<file path="src/rtl/simple_pipe_pkg.sv">
// Shared types, opcode constants and instruction-field helpers for the simple-pipe ISA.
// Encoding: op[7:6], rs1[5:4], rs2[3:2], rd[1:0]; the LI immediate is [5:2].
package simple_pipe_pkg;

    typedef logic [1:0] reg_idx_t;
    typedef logic [7:0] data_t;
    typedef logic [1:0] op_t;

    localparam op_t OP_NOP = 2'b00;
    localparam op_t OP_ADD = 2'b01;
    localparam op_t OP_SUB = 2'b10;
    localparam op_t OP_LI  = 2'b11;

    localparam int OP_HI  = 7;
    localparam int OP_LO  = 6;
    localparam int RS1_HI = 5;
    localparam int RS1_LO = 4;
    localparam int RS2_HI = 3;
    localparam int RS2_LO = 2;
    localparam int RD_HI  = 1;
    localparam int RD_LO  = 0;
    localparam int IMM_HI = 5;
    localparam int IMM_LO = 2;

    typedef struct packed {
        op_t      op;
        reg_idx_t rs1;
        reg_idx_t rs2;
        reg_idx_t rd;
        data_t    imm;
    } dec_t;

    function automatic dec_t decode(input data_t i);
        dec_t d;
        d.op  = i[OP_HI:OP_LO];
        d.rs1 = i[RS1_HI:RS1_LO];
        d.rs2 = i[RS2_HI:RS2_LO];
        d.rd  = i[RD_HI:RD_LO];
        d.imm = {4'b0, i[IMM_HI:IMM_LO]};
        return d;
    endfunction

endpackage

</file>
<file path="src/rtl/simple_pipe_regfile.sv">
// 4x8 architectural register file: one write port, all four entries exposed directly.
// Holds no forwarding logic; the core handles bypass.
module simple_pipe_regfile
    import simple_pipe_pkg::*;
(
    input  logic           clk,
    input  logic           rst_n,
    input  logic           we,
    input  reg_idx_t       waddr,
    input  data_t          wdata,
    output logic [3:0][7:0] regs
);

    always_ff @(posedge clk or negedge rst_n) begin
        if (!rst_n) begin
            regs <= '0;
        end else if (we) begin
            regs[waddr] <= wdata;
        end
    end

endmodule

</file>
<file path="src/rtl/simple_pipe_core.sv">
// Two-stage simple-pipe core: ID (operand read + ALU) then WB (RF write + commit).
// The WB result is forwarded into ID so back-to-back dependent instructions never stall.
module simple_pipe_core
    import simple_pipe_pkg::*;
(
    input  logic       clk,
    input  logic       rst_n,
    input  logic [7:0] inst,
    input  logic       inst_valid,
    output logic       inst_ready,
    input  logic       hold,
    output logic       commit_valid,
    output logic [7:0] commit_inst,
    output logic [7:0] r0,
    output logic [7:0] r1,
    output logic [7:0] r2,
    output logic [7:0] r3
);

    data_t          id_r;
    logic           id_valid;
    logic           wb_valid;
    logic           wb_we;
    reg_idx_t       wb_rd;
    data_t          wb_data;
    data_t          wb_inst;
    logic           commit_q;
    logic [3:0][7:0] rf;
    dec_t           dec;
    data_t          opa;
    data_t          opb;
    data_t          alu;

    assign inst_ready = ~hold;
    assign dec        = decode(id_r);

    // The only older in-flight writer is WB, so it is always the youngest value to forward.
    always_comb begin
        opa = rf[dec.rs1];
        opb = rf[dec.rs2];
        if (wb_valid && wb_we && (wb_rd == dec.rs1)) opa = wb_data;
        if (wb_valid && wb_we && (wb_rd == dec.rs2)) opb = wb_data;
        case (dec.op)
            OP_ADD:  alu = opa + opb;
            OP_SUB:  alu = opa - opb;
            OP_LI:   alu = dec.imm;
            default: alu = '0;
        endcase
    end

    always_ff @(posedge clk or negedge rst_n) begin
        if (!rst_n) begin
            id_r        <= '0;
            id_valid    <= 1'b0;
            wb_valid    <= 1'b0;
            wb_we       <= 1'b0;
            wb_rd       <= '0;
            wb_data     <= '0;
            wb_inst     <= '0;
            commit_q    <= 1'b0;
            commit_inst <= '0;
        end else if (!hold) begin
            if (inst_valid) begin
                id_r     <= inst;
                id_valid <= 1'b1;
            end else begin
                id_valid <= 1'b0;
            end
            wb_valid    <= id_valid;
            wb_inst     <= id_r;
            wb_rd       <= dec.rd;
            wb_we       <= id_valid && (dec.op != OP_NOP);
            wb_data     <= alu;
            commit_q    <= wb_valid;
            commit_inst <= wb_inst;
        end
    end

    // Gate the registered pulse so a commit held across a freeze is reported only once.
    assign commit_valid = commit_q & ~hold;

    simple_pipe_regfile u_rf (
        .clk   (clk),
        .rst_n (rst_n),
        .we    (wb_valid & wb_we & ~hold),
        .waddr (wb_rd),
        .wdata (wb_data),
        .regs  (rf)
    );

    assign r0 = rf[0];
    assign r1 = rf[1];
    assign r2 = rf[2];
    assign r3 = rf[3];

endmodule

</file>
<file path="config.mk">
export PLATFORM = sky130hd
export DESIGN_NAME = simple_pipe_core
export DESIGN_NICKNAME = d
export VERILOG_FILES = /design/src/rtl/simple_pipe_pkg.sv /design/src/rtl/simple_pipe_regfile.sv /design/src/rtl/simple_pipe_core.sv
export SDC_FILE = /design/constraint.sdc
export NUM_CORES = 1
export LEC_CHECK = 0
export ABC_AREA = 1
export ABC_CLOCK_PERIOD_IN_PS = 8690
export CORE_MARGIN = 2
export CORE_UTILIZATION = 60
export DETAILED_ROUTE_END_ITERATION = 10
export GPL_TIMING_DRIVEN = 1
export HOLD_SLACK_MARGIN = 0.08
export PLACE_DENSITY_LB_ADDON = 0.15
export SLEW_MARGIN = 30
export SYNTH_ARGS = -nofsm -noshare
export SYNTH_HDL_FRONTEND = slang
export SYNTH_HIERARCHICAL = 1
export SYNTH_SLANG_ARGS = --single-unit
</file>
<file path="constraint.sdc">
create_clock -name clk -period 8.69 [get_ports clk]
set_input_delay 1.738 -clock clk [delete_from_list [all_inputs] [get_ports clk]]
set_output_delay 1.738 -clock clk [all_outputs]
set_load 0.005 [all_outputs]
</file>
# After elaboration in Yosys (flattened, before gate mapping)
# Index checks and enable logic that the tools add are counted.
op_classes:
  n_eq_ne: 5
  bitwise_logic: 4
  addsub: 2
  n_mux: 11
  reduce_logical: 7
  order_cmp: 4
ops:
  columns: ["op", "count"]
  rows:
  - ["$mux 8", 5]
  - ["$bmux 8 s2", 2]
  - ["$bwmux 32", 1]
  - ["$pmux 8 s3", 1]
  - ["$demux 8 s2", 1]
  - ["$lt 2x3->1 const B", 3]
  - ["$add 8x8->8", 1]
  - ["$sub 8x8->8", 1]
  - ["$logic_and 1x1->1", 5]
  - ["$eq 2x2->1", 2]
  - ["$eq 2x2->1 const B", 2]
  - ["$and 1x1->1", 3]
  - ["$eq 2x1->1 const B", 1]
  - ["$ge 2x1->1 const B", 1]
  - ["$reduce_and 2->1", 1]
  - ["$reduce_bool 2->1", 1]
  - ["$mux 1", 1]
  - ["$not 1->1", 1]
totals:
  register_bits: 70
  output_inout_bits: 42

# Logic depth before layout (Yosys ltp)
# Gate-level depths: netlist (run 1).
logic_depth:
  word_depth: 5
  mapped_depth: 21

# By module
# The synthesis (run 1) kept the hierarchy.
modules_own_cells:
  columns: ["mod", "cells_each", "area_per_inst_um2", "instances"]
  rows:
  - ["simple_pipe_core", 400, 2712.6, 1]
  - ["simple_pipe_regfile", 143, 1436.4, 1]

# Least setup slack after synthesis (run 1)
# OpenSTA, ideal clock, no wires.
synth_timing:
  path_kind: "input-to-output"
  start: "input hold"
  end: "output commit_valid"
  setup_slack_ns: 4.609
  t_arrival_ns: 2.343
  cell_stages: 3
  cell_sequence: "clkbuf_1 clkbuf_1 nor2_1"
synth_via:
  elab_chain_len: 2
synth_rtl:
  columns: ["item", "line_no", "rtl"]
  rows:
  - ["start: declaration", "simple_pipe_core.sv:11", "input logic hold,"]
  - ["$not 1->1 (no source line)", null, null]
  - ["$and 1x1->1", "simple_pipe_core.sv:80", "assign commit_valid = commit_q & ~hold;"]
  - ["end: declaration", "simple_pipe_core.sv:12", "output logic commit_valid,"]
# Every way passes these cells.

# Worst setup path in the final report (run 1)
layout_timing:
  start: "input hold"
  end: "output inst_ready"
layout_via:
  elab_chain_len: 1
layout_rtl:
  columns: ["item", "line_no", "rtl"]
  rows:
  - ["$not 1->1 (no source line)", null, null]
  - ["end: declaration", "simple_pipe_core.sv:10", "output logic inst_ready,"]
# Every way passes these cells.

==> results.rst, run 1 <==
.. list-table::
   :header-rows: 1

   * - Metric
     - Value
   * - Outcome
     - finished clean
   * - Compound-cell area share of the yosys netlist
     - 11.9%
   * - Worst hold-check slack
     - 0.482 ns
   * - HPWL after detailed placement
     - approximately 8 mm
   * - Max Transition Viols Final
     - 0
   * - Worst Tran Pin Value
     - 0.870 ns
   * - Capture instance of the worst register-to-register path
     - wb_data[5]
   * - Internal power
     - 0.758 mW
   * - Share of flip-flops with an asynchronous set or reset
     - 100%
   * - Mean instance size in the synthesized netlist
     - 7.64 um2
   * - Maximum clock frequency
     - 197 MHz
   * - Area of the die
     - between 0.007 and 0.008 mm2
   * - Antenna violations before repair
     - 0
   * - Share of power burned in the clock network
     - 18.2%
   * - Number of port buffers
     - between 50 and 60
   * - Ranking of synthesized cells by area
     - sky130_fd_sc_hd__dfrtp_1, sky130_fd_sc_hd__nand2_1, sky130_fd_sc_hd__o21ai_0, sky130_fd_sc_hd__inv_1, sky130_fd_sc_hd__nand4_1
   * - Global-route wire length before repair
     - 18.9 mm
   * - Fraction of the yosys area taken by sequential cells
     - 41.0%
   * - Aggregate global routing overflow
     - 0
   * - Final hold violations
     - 0
   * - Total of fill cells in the finished design
     - around 570
   * - Tightest slew margin relative to the limit
     - between 40% and 50%
   * - Final cell count without fillers
     - 673
   * - Unique masters post-synth
     - 37
   * - Clk buf depth
     - 2
   * - Hold Path Cell Cnt
     - 2
   * - Routability congestion estimate from global placement
     - 0.946
   * - Multiplexer area fraction after synthesis
     - 0%
   * - DIE HEIGHT
     - 87.2 um
   * - CTS buffer count
     - 9
   * - Footprint of the multi-input gates
     - between 0.002 and 0.0025 mm2
   * - Net switching power figure
     - 0.562 mW
   * - Vias in the first global route
     - 3720
   * - Std-Cell Core Area
     - 0.00676 mm2
   * - Pin count of the biggest net entering global routing
     - 69
   * - Post-DR wirelength/cell
     - 17.0 um
   * - Setup slack on the worst flop-to-flop path
     - around 5.1 ns
   * - Path type of the worst min-delay path
     - flip-flop to flip-flop
   * - Root buffer cell
     - sky130_fd_sc_hd__clkbuf_8
   * - Synth area leader
     - sky130_fd_sc_hd__dfrtp_1
   * - Flip-flop and latch count after synthesis
     - 68
   * - Class of the most critical setup path
     - input port to output pin
   * - Simple-gate portion of the synthesized area
     - 31.5%
   * - Number of nets produced by synthesis
     - 567
   * - Rows
     - 30
   * - Final setup fails
     - 0
   * - Ratio of cells with drive above 1 in the final layout
     - roughly 8%
   * - Required time of the critical path
     - 6.95 ns
   * - Most common flop cell mapped by yosys
     - sky130_fd_sc_hd__dfrtp_1
   * - Footprint of the flip-flops and latches
     - between 0.0015 and 0.002 mm2
   * - Worst R2R Path Depth
     - 17
   * - Endpoint kind of the worst setup timing path
     - output pin
   * - Fin crit share
     - between 50 and 60%
   * - Unrepaired setup endpoints after global routing
     - no
   * - Worst-case vdd ir drop
     - 0.176 mV
   * - Startpoint Class
     - input port
   * - Reported leakage power
     - approximately 2.4 nW
   * - Maximum fanout along the worst path
     - 39
   * - Placed Cells
     - 657
   * - Worst flop-to-flop path startpoint
     - id_r[2]
   * - Hold buffers post-CTS
     - 0
   * - XOR/XNOR share of the synthesized area
     - 1.90%
   * - # IOs
     - 54
   * - Syn Inst Count
     - 543
   * - Post-cts gate resize count
     - 0
   * - H-tree Lvls
     - 3
   * - Aggregate negative setup slack
     - 0 ns
   * - Dominant combinational cell family by area after synthesis
     - simple AND/OR/NAND/NOR gates
   * - Clock input transition at the sequential cells of the worst setup and hold paths
     - around 0.07 ns
   * - Count of vias placed by the detailed router
     - 3933
   * - Final nets
     - 612
   * - Number of diodes added for antenna fixing
     - 0
   * - Startpoint of the lowest-slack hold path
     - wb_inst[5]
   * - Detailed-routing iteration count for the pre-antenna-repair pass
     - 5
   * - Seq pwr share
     - roughly two fifths
   * - Clock insertion delay at the later pin of the skew report
     - ~0.35 ns
   * - Via/cell ratio
     - 5.84
   * - CP Data Arrival Time
     - between 3 and 4 ns
   * - Final wirelength
     - 11.4 mm
   * - Clock Skew
     - 0.00695 ns
   * - Initial drt markers
     - 375
   * - Combined global-route utilization of all metal layers
     - 32.6%
   * - Max-capacitance violation count
     - 0
   * - CTS tree
     - done
   * - Synthesis-to-layout area growth
     - 16.1%
   * - Area share of the leading cell type in the synthesized netlist
     - 41.0%
   * - Top-count cell post-synth
     - sky130_fd_sc_hd__nand2_1
   * - Power density normalized to cell area
     - 274 mW/mm2
   * - Number of buffers inserted to repair setup after CTS
     - 0
   * - Worst min-delay path endpoint
     - commit_inst[5]
   * - Initial cell density of the core
     - 61.4%
   * - DRC violations left
     - 0
   * - Switching share of power
     - 42.6%
   * - # clock sinks
     - 68
   * - Min cycle time layout
     - 5.07 ns
   * - Synthesized cell area
     - 0.00415 mm2
   * - Die width
     - between 80 and 90 um
   * - Power share of the combinational group
     - a little over two fifths
   * - Number of routed nets with antenna violations
     - 0
   * - Synthesis warning total
     - 6
   * - Most instantiated cells after synthesis
     - sky130_fd_sc_hd__nand2_1, sky130_fd_sc_hd__dfrtp_1, sky130_fd_sc_hd__inv_1, sky130_fd_sc_hd__o21ai_0, sky130_fd_sc_hd__nor2_1
   * - Share of synthesized cell area in full adder, half adder and majority cells
     - 3.80%
   * - EDFF count, synth
     - 0
-- cell usage in the layout (no fill, tap or decap), types with 8 or more instances in the layout --
master / synthesis / layout
sky130_fd_sc_hd__o21ai_0: 46 / 46
sky130_fd_sc_hd__nand4_1: 25 / 25
sky130_fd_sc_hd__nand2_2: 8 / 8
sky130_fd_sc_hd__clkbuf_8: 0 / 10
sky130_fd_sc_hd__nand2_1: 181 / 181
sky130_fd_sc_hd__clkdlybuf4s50_1: 0 / 52
sky130_fd_sc_hd__nand3_1: 29 / 29
sky130_fd_sc_hd__a21oi_1: 23 / 23
sky130_fd_sc_hd__dfrtp_1: 68 / 68
sky130_fd_sc_hd__nor2_1: 32 / 31
sky130_fd_sc_hd__ha_1: 11 / 11
sky130_fd_sc_hd__inv_1: 47 / 47
-- flip-flops by register name, summed over array words and instances (netlist names) --
name / cells
commit_inst: 8
commit_q: 1
id_r: 8
id_valid: 1
u_rf/regs: 32
wb_data: 8
wb_inst: 7
wb_rd: 1
wb_valid: 1
wb_we: 1
-- area by class of cell --
cell class | count | share of cell area, %
inverter | 55 | 4.91
clock inverter | 6 | 0.805
sequential | 68 | 35.3
clock buffer | 10 | 2.86
tap | 80 | 2.08
timing repair buffer | 58 | 11.7
multi-input combinational | 396 | 42.4
-- metal layers --
| metal | track usage (%) | part of all wire [%] | vias to the layer above |
|---|---|---|---|
| met5 | 0 | 0 | - |
| met4 | 11.7 | 2.6 | 0 |
| met3 | 6.73 | 7.2 | 33 |
| met2 | 51.8 | 47 | 207 |
| met1 | 44.4 | 44 | 1830 |
| li1 | - | - | 1863 |
-- per-stage QoR --
stage | power [mW] | util (%) | instance area (um2) | setup slack, ns
final | 1.32 | 71.3 | 4820 | 3.62
after global routing | 1.42 | 71.3 | 4820 | 3.52
after floorplan | 0.834 | - | 4150 | 4.61
after global placement | 1.06 | 68.7 | 4640 | 3.65
after detailed placement | 1.07 | 68.7 | 4640 | 3.62
after CTS | 1.31 | 71.3 | 4820 | 3.62
-- power by group through the flow --
stage	clock (mW)	combinational, mW	sequential, mW
after floorplan	0	0.366	0.469
after global placement	0	0.541	0.515
after detailed placement	0	0.558	0.516
after CTS	0.241	0.562	0.511
after global routing	0.255	0.643	0.525
final	0.240	0.564	0.516
-- worst max-delay path by stage --
| stage | startpoint | to | slack [ns] | cells after the start |
|---|---|---|---|---|
| after detailed placement | hold | inst_ready | 3.62 | 4 |
| after global placement | hold | inst_ready | 3.65 | 4 |
| after floorplan | hold | commit_valid | 4.61 | 3 |
| after global routing | hold | inst_ready | 3.52 | 4 |
| after CTS | hold | inst_ready | 3.62 | 4 |
| final | hold | inst_ready | 3.62 | 4 |
-- critical path, stage by stage --
cell	delay, ns
sky130_fd_sc_hd__clkdlybuf4s50_1	0.45
sky130_fd_sc_hd__buf_4	0.32
sky130_fd_sc_hd__inv_1	0.30
sky130_fd_sc_hd__clkdlybuf4s50_1	0.52
-- cells by family (layout without fill, tap and decap cells) --
family | Yosys count | count (layout)
simple gates | 286 | 286
fa+ha+maj | 12 | 12
flops | 68 | 68
compound gates | 89 | 89
xor+xnor | 9 | 9
buf+inv | 79 | 129
Power figures use the tool's default switching activity.
==> run 2, diff against run 1 <==
- ABC_CLOCK_PERIOD_IN_PS: 8690 -> 4700
- CORE_UTILIZATION: 60 -> 56
- clock period: 8.69 -> 4.7 ns (I/O delays scaled with it)
==> run 2 against run 1 <==
Effect of this change: first-iteration DRC count shrank 32%; worst hold slack worse by 0.0049 ns; die area rose by 6.8%; clock-buffer cell count fell by 1; setup slack got worse by 2.5 ns; utilization down 4.0 points; final area grew 0.86%; global-route usage shrank 2.9 points; clock skew increased by 0.0024 ns; via count decreased by 1.0%; largest power group unchanged.
==> results.rst, run 2 (synthesis results as in run 1) <==
.. list-table::
   :header-rows: 1

   * - Metric
     - Value
   * - Aggregate global routing overflow
     - 0 (unchanged)
   * - Worst R2R Path Depth
     - 17 (unchanged)
   * - Aggregate negative setup slack
     - 0 ns (unchanged)
   * - Final nets
     - 610 (-0.33%)
   * - CP Data Arrival Time
     - 3.86 ns (+0.53 ns)
   * - Area of the die
     - 0.00811 mm2 (+6.8%)
   * - Endpoint kind of the worst setup timing path
     - flip-flop
   * - Synthesis-to-layout area growth
     - 17.1%
   * - Post-DR wirelength/cell
     - 16.5 um (-2.9%)
   * - Worst-case vdd ir drop
     - 0.367 mV (+110%)
   * - Clock insertion delay at the later pin of the skew report
     - 0.36 ns (about the same)
   * - Number of port buffers
     - 53 (unchanged)
   * - Post-cts gate resize count
     - 0 (unchanged)
   * - Clock Skew
     - 0.00932 ns (+0.00237 ns)
   * - Final hold violations
     - 0 (unchanged)
   * - Die width
     - 90.1 um (+3.4%)
   * - H-tree Lvls
     - 3 (unchanged)
   * - Initial drt markers
     - 256 (-32%)
   * - Number of routed nets with antenna violations
     - 0 (unchanged)
   * - Rows
     - 31 (+3.3%)
   * - Top reg by flops
     - u_rf/regs
   * - Capture instance of the worst register-to-register path
     - wb_data[5]
   * - # clock sinks
     - 68 (unchanged)
   * - CTS tree
     - done
   * - Root buffer cell
     - sky130_fd_sc_hd__clkbuf_8
   * - Top layer used by detailed routing
     - met4
   * - Final setup fails
     - 0 (unchanged)
   * - Initial cell density of the core
     - 57.5% (-3.9 points)
   * - Ratio of cells with drive above 1 in the final layout
     - 7.95% (+0.027 points)
   * - Clk buf depth
     - 2 (unchanged)
   * - Pin count of the biggest net entering global routing
     - 39 (-43%)
   * - Hold Path Cell Cnt
     - 2 (unchanged)
   * - Combined global-route utilization of all metal layers
     - 29.7% (-2.9 points)
   * - Worst min-delay path endpoint
     - commit_inst[4]
   * - Routability congestion estimate from global placement
     - 0.959 (+1.4%)
   * - Wire length on met2
     - 5.54 mm (+3.8%)
   * - Vias in the first global route
     - 3751 (+0.83%)
   * - Count of vias placed by the detailed router
     - 3893 (-1.0%)
   * - Routed met3 length
     - 689 um (-16%)
   * - Final instance area
     - 0.00486 mm2 (+0.86%)
   * - Worst hold-check slack
     - 0.477 ns (-0.00492 ns)
   * - Clock input transition at the sequential cells of the worst setup and hold paths
     - 0.09 ns (+0.02 ns)
   * - Detailed-routing iteration count for the pre-antenna-repair pass
     - 5 (unchanged)
   * - Std-Cell Core Area
     - 0.00721 mm2 (+6.8%)
   * - Antenna violations before repair
     - 0 (unchanged)
   * - DIE HEIGHT
     - 90.1 um (+3.4%)
   * - Maximum fanout along the worst path
     - 25 (-36%)
   * - Reported leakage power
     - 2.42 nW (about the same)
   * - Number of flip-flops in the largest register
     - 32 (unchanged)
   * - Maximum clock frequency
     - 277 MHz
   * - Met1 Wirelength
     - 4.73 mm (-4.9%)
   * - Placement-stage cell area
     - 0.00465 mm2 (+0.19%)
   * - Class of the most critical setup path
     - flip-flop to flip-flop
   * - Outcome
     - finished clean
   * - Startpoint Class
     - flip-flop
   * - Final wirelength
     - 11.4 mm (-0.46%)
   * - Unrepaired setup endpoints after global routing
     - no
   * - Number of diodes added for antenna fixing
     - 0 (unchanged)
   * - Min cycle time layout
     - between 3 and 4 ns
   * - Worst flop-to-flop path startpoint
     - id_r[2]
   * - CTS buffer count
     - 9 (unchanged)
   * - Via/cell ratio
     - 5.64 (-3.5%)
   * - Required time of the critical path
     - 4.95 ns (-2.00 ns)
   * - Most common cell after layout, fill and taps aside
     - sky130_fd_sc_hd__nand2_1
   * - End-of-flow core utilization
     - 67.4% (-4.0 points)
   * - Worst Tran Pin Value
     - 0.853 ns (-0.0174 ns)
   * - Startpoint of the lowest-slack hold path
     - wb_inst[4]
   * - Tightest slew margin relative to the limit
     - 43.2% (+1.2 points)
   * - Number of buffers inserted to repair setup after CTS
     - 0 (unchanged)
   * - Setup slack on the worst flop-to-flop path
     - 1.08 ns (-3.97 ns)
   * - DRC violations left
     - 0 (unchanged)
   * - Max Transition Viols Final
     - 0 (unchanged)
   * - # IOs
     - 54 (unchanged)
   * - Overall power after layout
     - 2.51 mW (+90%)
   * - Max-capacitance violation count
     - 0 (unchanged)
   * - Path type of the worst min-delay path
     - flip-flop to flip-flop
   * - HPWL after detailed placement
     - 8.37 mm (+3.6%)
   * - Hold buffers post-CTS
     - 0 (unchanged)
   * - Global-route wire length before repair
     - 19.1 mm (+1.2%)
   * - Power density normalized to cell area
     - 516 mW/mm2 (+88%)
   * - Fin crit share
     - 76.9%
   * - Most used cells in the layout excluding fill and tap cells
     - sky130_fd_sc_hd__nand2_1, sky130_fd_sc_hd__dfrtp_1, sky130_fd_sc_hd__clkdlybuf4s50_1, sky130_fd_sc_hd__inv_1, sky130_fd_sc_hd__o21ai_0
-- run 2: cell count changes in the layout (fill, tap and decap cells not counted) --
cell	delta
sky130_fd_sc_hd__clkinv_2	-3
sky130_fd_sc_hd__buf_4	-2
sky130_fd_sc_hd__dfrtp_1	-2
sky130_fd_sc_hd__dfrtp_2	+2
sky130_fd_sc_hd__inv_6	+2
sky130_fd_sc_hd__bufinv_16	+1
sky130_fd_sc_hd__clkbuf_8	-1
sky130_fd_sc_hd__inv_8	+1
-- run 2: area by class of cell --
cell class / count / area (um2)
multi-input cells: 396 / 2040
well taps: 99 / 124
clock buffers: 9 / 124
clock inverters: 7 / 82.6
repair buffers: 56 / 548
inverters: 55 / 236
flip-flops and latches: 68 / 1700
fillers: 657 / 2350
-- run 2: per-stage QoR --
step,setup slack (ns),instances
CTS,0.934,690
finish,1.08,690
global route,0.671,690
detailed placement,0.969,674
floorplan,1.97,543
global placement,1.16,674
-- run 2: worst max-delay path by stage --
stage | from | endpoint | slack, ns | cells past startpoint
after global placement | wb_rd[0] | wb_data[5] | 1.16 | 17
after detailed placement | wb_rd[0] | wb_data[5] | 0.97 | 17
after floorplan | wb_inst[1] | wb_data[5] | 1.97 | 16
final | id_r[2] | wb_data[5] | 1.08 | 17
after global routing | id_r[2] | wb_data[5] | 0.67 | 17
after CTS | wb_rd[0] | wb_data[5] | 0.93 | 17
-- run 2: report_power, final --
group          switching (mW)  internal [mW]
Combinational           0.547          0.469
Sequential              0.247          0.727
Clock                   0.262          0.254
Total                    1.06           1.45
-- run 2: routing by layer --
layer,up-vias,GRT usage (%)
met3,30,5.11
met4,0,12.3
met1,1832,38.2
met2,172,49.8
li1,1859,-
met5,-,0
-- run 2: worst max-delay path, stage by stage (launching register included) --
cell                       delay [ns]
sky130_fd_sc_hd__dfrtp_1         0.91
sky130_fd_sc_hd__nand2_1         0.20
sky130_fd_sc_hd__nand2_4         0.17
sky130_fd_sc_hd__nand3_4         0.13
sky130_fd_sc_hd__nand3_1         0.15
sky130_fd_sc_hd__nand2_2         0.08
sky130_fd_sc_hd__ha_1            0.27
sky130_fd_sc_hd__inv_1           0.04
sky130_fd_sc_hd__o21ai_0         0.27
sky130_fd_sc_hd__inv_1           0.08
sky130_fd_sc_hd__ha_1            0.29
sky130_fd_sc_hd__nand2_1         0.05
sky130_fd_sc_hd__o21ai_0         0.32
sky130_fd_sc_hd__nand2_1         0.12
sky130_fd_sc_hd__nand2_1         0.08
sky130_fd_sc_hd__nand2_1         0.06
sky130_fd_sc_hd__a21boi_0        0.17
sky130_fd_sc_hd__o21ai_0         0.11
